<file path="src/rtl/macc_pkg.sv">
// Shared types and defaults for the output-stationary MAC grid and its feeder.
package macc_pkg;

  localparam int DEF_DATA_WIDTH = 8;
  localparam int DEF_DIM        = 4;

  typedef enum logic [1:0] {
    IDLE,
    FEED,
    HOLD
  } feeder_state_t;

  // Element k of a packed row at the default sizes.
  function automatic logic [DEF_DATA_WIDTH-1:0] elem(
    input logic [DEF_DIM*DEF_DATA_WIDTH-1:0] vec,
    input int                                k
  );
    return vec[k*DEF_DATA_WIDTH +: DEF_DATA_WIDTH];
  endfunction

endpackage

</file>
<file path="src/rtl/feeder_lane.sv">
// One buffered row (A) or column (B) plus its registered skewed output lane.
module feeder_lane
  import macc_pkg::*;
#(
  parameter int DATA_WIDTH = DEF_DATA_WIDTH,
  parameter int DIM        = DEF_DIM,
  parameter int STEP_W     = $clog2(3*DEF_DIM-1),
  parameter int LANE       = 0
) (
  input  logic                      clk,
  input  logic                      rst_n,
  input  logic [DIM-1:0]            wr_mask,
  input  logic [DIM*DATA_WIDTH-1:0] wr_vec,
  input  logic                      feed_next,
  input  logic [STEP_W-1:0]         step_next,
  output logic [DATA_WIDTH-1:0]     lane_out
);

  localparam int IDX_W = $clog2(3*DIM) + 1;
  localparam logic signed [IDX_W-1:0] DIM_S  = IDX_W'(DIM);
  localparam logic signed [IDX_W-1:0] LANE_S = IDX_W'(LANE);

  logic [DIM*DATA_WIDTH-1:0] buf_reg;
  logic [DIM*DATA_WIDTH-1:0] buf_next;
  logic signed [IDX_W-1:0]   idx;
  logic                      in_range;
  logic [DATA_WIDTH-1:0]     sel;

  // Selection looks through a same-cycle write so write+go uses the new data.
  genvar gi;
  generate
    for (gi = 0; gi < DIM; gi++) begin : g_elem
      assign buf_next[gi*DATA_WIDTH +: DATA_WIDTH] = wr_mask[gi] ?
             wr_vec[gi*DATA_WIDTH +: DATA_WIDTH] : buf_reg[gi*DATA_WIDTH +: DATA_WIDTH];
    end
  endgenerate

  assign idx      = $signed(IDX_W'(step_next)) - LANE_S;
  assign in_range = feed_next && !idx[IDX_W-1] && (idx < DIM_S);

  always_comb begin
    sel = '0;
    for (int m = 0; m < DIM; m++) begin
      if (idx == IDX_W'(m)) sel = buf_next[m*DATA_WIDTH +: DATA_WIDTH];
    end
  end

  always_ff @(posedge clk or negedge rst_n) begin
    if (!rst_n) begin
      buf_reg  <= '0;
      lane_out <= '0;
    end else begin
      buf_reg  <= buf_next;
      lane_out <= in_range ? sel : '0;
    end
  end

endmodule

</file>
<file path="src/rtl/systolic_feeder.sv">
// Buffers A and B, streams skewed diagonals into the MAC grid, then holds and flags results.
module systolic_feeder
  import macc_pkg::*;
#(
  parameter int DATA_WIDTH = DEF_DATA_WIDTH,
  parameter int DIM        = DEF_DIM
) (
  input  logic                      clk_i,
  input  logic                      rst_ni,
  input  logic                      wr_en_i,
  input  logic                      wr_sel_i,
  input  logic [$clog2(DIM)-1:0]    wr_row_i,
  input  logic [DIM*DATA_WIDTH-1:0] wr_data_i,
  input  logic                      go_i,
  input  logic                      res_ack_i,
  output logic [DIM*DATA_WIDTH-1:0] a_row_o,
  output logic [DIM*DATA_WIDTH-1:0] b_col_o,
  output logic                      start_bit_o,
  output logic                      busy_o,
  output logic                      results_valid_o
);

  localparam int ROW_W  = $clog2(DIM);
  localparam int STEP_W = $clog2(3*DIM-1);
  localparam logic [STEP_W-1:0] LAST_STEP = STEP_W'(3*DIM-3);

  feeder_state_t     state_reg, state_next;
  logic [STEP_W-1:0] step_reg, step_next;
  logic              feed_next;
  logic              wr_ok;
  logic [DIM-1:0]    a_mask [DIM];
  logic [DIM-1:0]    b_mask;

  assign wr_ok     = wr_en_i && (state_reg == IDLE);
  assign feed_next = (state_next == FEED);

  // Ack has priority over go in HOLD simply because go is only looked at in IDLE.
  always_comb begin
    state_next = state_reg;
    step_next  = step_reg;
    case (state_reg)
      IDLE: if (go_i) begin
        state_next = FEED;
        step_next  = '0;
      end
      FEED: if (step_reg == LAST_STEP) state_next = HOLD;
            else step_next = step_reg + 1'b1;
      HOLD: if (res_ack_i) state_next = IDLE;
      default: state_next = IDLE;
    endcase
  end

  always_ff @(posedge clk_i or negedge rst_ni) begin
    if (!rst_ni) begin
      state_reg       <= IDLE;
      step_reg        <= '0;
      start_bit_o     <= 1'b0;
      busy_o          <= 1'b0;
      results_valid_o <= 1'b0;
    end else begin
      state_reg       <= state_next;
      step_reg        <= step_next;
      start_bit_o     <= (state_next != IDLE);
      busy_o          <= (state_next != IDLE);
      results_valid_o <= (state_next == HOLD);
    end
  end

  // A lanes own whole rows; B lanes own columns, so a B row write touches one element per lane.
  genvar gi;
  generate
    for (gi = 0; gi < DIM; gi++) begin : g_lane
      assign a_mask[gi] = (wr_ok && !wr_sel_i && wr_row_i == ROW_W'(gi)) ? '1 : '0;
      assign b_mask[gi] = wr_ok && wr_sel_i && (wr_row_i == ROW_W'(gi));

      feeder_lane #(
        .DATA_WIDTH(DATA_WIDTH), .DIM(DIM), .STEP_W(STEP_W), .LANE(gi)
      ) u_a_lane (
        .clk       (clk_i),
        .rst_n     (rst_ni),
        .wr_mask   (a_mask[gi]),
        .wr_vec    (wr_data_i),
        .feed_next (feed_next),
        .step_next (step_next),
        .lane_out  (a_row_o[gi*DATA_WIDTH +: DATA_WIDTH])
      );

      feeder_lane #(
        .DATA_WIDTH(DATA_WIDTH), .DIM(DIM), .STEP_W(STEP_W), .LANE(gi)
      ) u_b_lane (
        .clk       (clk_i),
        .rst_n     (rst_ni),
        .wr_mask   (b_mask),
        .wr_vec    ({DIM{wr_data_i[gi*DATA_WIDTH +: DATA_WIDTH]}}),
        .feed_next (feed_next),
        .step_next (step_next),
        .lane_out  (b_col_o[gi*DATA_WIDTH +: DATA_WIDTH])
      );
    end
  endgenerate

endmodule

</file>
<file path="config.mk">
export PLATFORM = sky130hd
export DESIGN_NAME = systolic_feeder
export DESIGN_NICKNAME = d
export VERILOG_FILES = /design/src/rtl/macc_pkg.sv /design/src/rtl/feeder_lane.sv /design/src/rtl/systolic_feeder.sv
export SDC_FILE = /design/constraint.sdc
export NUM_CORES = 1
export LEC_CHECK = 0
export CAP_MARGIN = 15
export CORE_UTILIZATION = 45
export CTS_CLUSTER_SIZE = 28
export DETAILED_ROUTE_END_ITERATION = 12
export MAX_ROUTING_LAYER = met4
export PLACE_DENSITY = 0.76
export SLEW_MARGIN = 0
export SYNTH_ARGS = -nofsm -noshare
export SYNTH_HDL_FRONTEND = slang
export SYNTH_SLANG_ARGS = --single-unit
</file>
<file path="constraint.sdc">
create_clock -name clk_i -period 3.6 [get_ports clk_i]
set_input_delay 0.72 -clock clk_i [delete_from_list [all_inputs] [get_ports clk_i]]
set_output_delay 0.72 -clock clk_i [all_outputs]
set_load 0.005 [all_outputs]
</file>
==> reports/summary.md <==
The run finished with clean final reports. In the final timing run, aggregate negative setup slack is 0 ns. For the worst-skew pair, the clock arrives at the later sink with an insertion delay of 0.52 ns. The post-synthesis sequential element count was 328; the net count after synthesis was 1208.

Detailed routing inserted a total of 10100 vias. Setup repair after global routing left no endpoint under its margin. The via count normalized by instance count is 5.94, and the post-detailed-routing wire length is 39.5 mm. The worst setup path is launched from a flop.

The die covers 33000 µm². The total placed instance area is 16200 µm², and the synthesized area per cell is 12.5 µm². The floorplan has 65 rows. The count of warnings emitted by yosys came out at 0. The tools report the data arrival at the endpoint of the critical path as 3.66 ns.

In the global route stage, overall resource usage came out at 25.1%. For this run, the detailed router's first-pass iteration total came to 5. Clock tree synthesis found a total of 328 sinks. Sorting the synthesized cells by area gives the leading types as sky130_fd_sc_hd__dfrtp_1, sky130_fd_sc_hd__mux2_2, sky130_fd_sc_hd__nor2_1. The tool flagged a number of max-cap violations equal to 0.

The logs give 0.561 mV for the maximum vdd drop and 0.171 ns for the final hold slack. Entering global routing, the biggest net connects 93 pins. Buffers inserted during clock tree synthesis total 35. In this run the clock root is driven by a sky130_fd_sc_hd__clkbuf_16.

The number of unique standard cell types used by synthesis is 68. The residual antenna-violating net count after detailed routing came out at 0. Once the clock tree was built, the resizer swapped 0 gates to a different size. The detailed-route DRC error count came out at 0. The analysis attributes to cell leakage a power of 8.01 nW. The worst path needs 3.26 ns of the cycle, external delays included. The via count of the first global-routing pass was 10200.

The share of the core filled with cells was 55.0%. Between clock sinks in the finished design, the worst skew comes to 0.0181 ns. The logs give 1701 for the non-filler instance count after layout and 1639 for the cell count after placement. For the cell internal power dissipation, the log shows 11.0 mW. The final count of hold timing violations came out at 0. The final weighted congestion in routability-driven placement is 0.873. After layout, the worst path uses 90.6% of the clock period. The most common cell in the synthesized netlist is sky130_fd_sc_hd__dfrtp_1. Initial antenna violation count: 1.

The first global-routing pass estimated 61.1 mm of wire. The post-CTS setup-driven buffer insertion count came out at 0. Ratio of total power to cell area: 1010 nW/µm². The share of total power dissipated in combinational logic is 46.6%.

In the final layout, the share of cells above drive strength 1 is 28.1%. The run gives 1319 as the number of nets in the layout. The count of buffers added on input and output ports is 106. For this design the top-level I/O count stands at 107. In this run the worst hold path is classified as in2async. TritonCTS built the clock tree. The core region is 31600 µm². The share of the yosys chip area belonging to registers is 56.6%. In the synthesized netlist, the cells that appear most often are sky130_fd_sc_hd__dfrtp_1, sky130_fd_sc_hd__mux2_2, sky130_fd_sc_hd__nor2_1, sky130_fd_sc_hd__or3_1, sky130_fd_sc_hd__clkbuf_1. The H-tree generated during clock tree synthesis spans 2 levels. From synthesis to final layout, the design area changed by 20.0%.

Net switching is 37.7% of the power. Proportion of power drawn by the clock network: 20.7%. After technology mapping, the gate count stands at 1163.

In this run the deepest clock path goes through 3 buffers. The detailed router finished its first iteration with 867 violations. The initial utilization of the core area, before any placement, comes to 45.9%. The final design instance area without fill is 17400 µm², and the proportion of netlist area held by the largest area contributor is 56.6%. The synthesized netlist occupies a cell area of 14500 µm².

Post-detailed-placement half-perimeter wirelength: 24.1 mm. The tools report the number of max-slew violations in the final report as 0. The worst setup path is captured at a flop. Upper clock frequency limit: 307 MHz. The synthesized design contains 0 enable-type register cells. Cell type with the largest total area after synthesis: sky130_fd_sc_hd__dfrtp_1. The normalized max-slew margin was 51.1%.

Setup violations remaining at the end of the flow were counted as 0. The share of total power in sequential cells is 32.7%, and the overflow left after global routing is 0. Clock-pin slew was measured on the worst setup and hold paths at 0.06 ns. The tools report the cts-stage hold buffer count as 0. For this run, the leading register cell type out of synthesis is sky130_fd_sc_hd__dfrtp_1. The tools report the net switching power as 6.63 mW. The floorplan step set the die width to 182 µm. By startpoint and endpoint, the worst setup path is classified as reg2reg.

The height of the die was 182 µm. Dividing the detail-routed wire length by the instance count gives 23.2 µm. The proportion of synthesized flip-flops having asynchronous set or reset came out at 100%. The slew at the pin closest to its max-slew limit came out at 0.732 ns. The required arrival time at the worst endpoint is 4.00 ns, and the largest fanout on the critical path is 16.
[layout make-up]
cell class / instances / area [µm²]
Inverter: 30 / 113
Sequential cell: 328 / 8210
Timing Repair Buffer: 156 / 1580
Multi-Input combinational cell: 723 / 5850
Fill cell: 2599 / 14200
Antenna cell: 1 / 2.50
Clock inverter: 11 / 148
Clock buffer: 50 / 1010
Tap cell: 402 / 503
[cell families (layout without fill, tap and decap cells)]
family	count (synthesis)	count (layout)	share of synthesized area [%]
flip-flops	328	328	56.6
AND/OR/NAND/NOR	292	292	11.0
multiplexers	243	243	18.6
AO/OA/AOI/OAI	181	181	10.0
buffers and inverters	112	247	3.26
adder cells (fa/ha/maj)	5	5	0.431
XOR/XNOR	2	2	0.121
other	0	1	0
[cells in the final DEF (no fill, tap or decap), types with 17 or more instances in the layout]
master and count:
sky130_fd_sc_hd__mux2_2 216, sky130_fd_sc_hd__dfrtp_1 328, sky130_fd_sc_hd__nand3_1 20, sky130_fd_sc_hd__nor2_1 85, sky130_fd_sc_hd__or3_1 43, sky130_fd_sc_hd__nand2_1 33
sky130_fd_sc_hd__nor3_1 18, sky130_fd_sc_hd__buf_4 39, sky130_fd_sc_hd__a21o_1 24, sky130_fd_sc_hd__o211ai_1 17, sky130_fd_sc_hd__clkdlybuf4s50_1 105, sky130_fd_sc_hd__nand2b_1 26
sky130_fd_sc_hd__inv_1 27, sky130_fd_sc_hd__mux2i_1 24, sky130_fd_sc_hd__clkbuf_16 35, sky130_fd_sc_hd__a21oi_1 25
[critical path, cell delays in order, from the launching register on]
cell and delay (ns):
sky130_fd_sc_hd__dfrtp_1 0.51, sky130_fd_sc_hd__ha_1 0.30, sky130_fd_sc_hd__nand4b_1 0.21, sky130_fd_sc_hd__a21oi_1 0.36
sky130_fd_sc_hd__nor2_4 0.10, sky130_fd_sc_hd__ha_1 0.26, sky130_fd_sc_hd__inv_1 0.10, sky130_fd_sc_hd__a21oi_2 0.04
sky130_fd_sc_hd__or2_1 0.25, sky130_fd_sc_hd__or4_1 0.46, sky130_fd_sc_hd__buf_4 0.22, sky130_fd_sc_hd__o32ai_1 0.33
[final timing paths]
| check | cells after the start | from | slack [ns] | endpoint |
|---|---|---|---|---|
| worst min-delay path | 1 | rst_ni | 0.17 | g_lane[0].u_a_lane.buf_reg[18] |
| min in group clk_i | 2 | g_lane[1].u_b_lane.buf_reg[0] | 0.47 | g_lane[1].u_b_lane.buf_reg[0] |
| max in group asynchronous | 2 | rst_ni | 2.52 | g_lane[0].u_b_lane.buf_reg[25] |
| worst max register to register | 11 | step_reg[0] | 0.34 | g_lane[2].u_a_lane.lane_out[7] |
| worst max-delay path | 11 | step_reg[0] | 0.34 | g_lane[2].u_a_lane.lane_out[7] |
| worst min register to register | 2 | g_lane[1].u_b_lane.buf_reg[0] | 0.47 | g_lane[1].u_b_lane.buf_reg[0] |
[power by group through the flow]
stage | Sequential [mW] | Combinational (mW) | Clock [mW]
global route | 5.89 | 8.87 | 3.84
CTS | 5.75 | 8.17 | 3.69
global placement | 5.71 | 7.94 | 0
floorplan | 5.61 | 5.57 | 0
finish | 5.74 | 8.20 | 3.64
detailed placement | 5.80 | 8.11 | 0
[stage by stage]
stage | total power [mW] | worst slack, ns
2_1_floorplan | 11.2 | 0.0643
3_3_place_gp | 13.7 | 0.119
3_5_place_dp | 13.9 | 0.0189
4_1_cts | 17.6 | 0.354
5_1_grt | 18.6 | 0.0609
6_report | 17.6 | 0.339
[per-layer routing]
| metal | GRT usage (%) | routed length, µm | vias up |
|---|---|---|---|
| li1 | - | - | 4427 |
| met1 | 34.1 | 17200 | 5277 |
| met2 | 39.4 | 19100 | 336 |
| met3 | 3.37 | 2210 | 70 |
| met4 | 7.08 | 911 | 0 |
| met5 | - | 0 | - |
(Power assumes the default switching activity.)
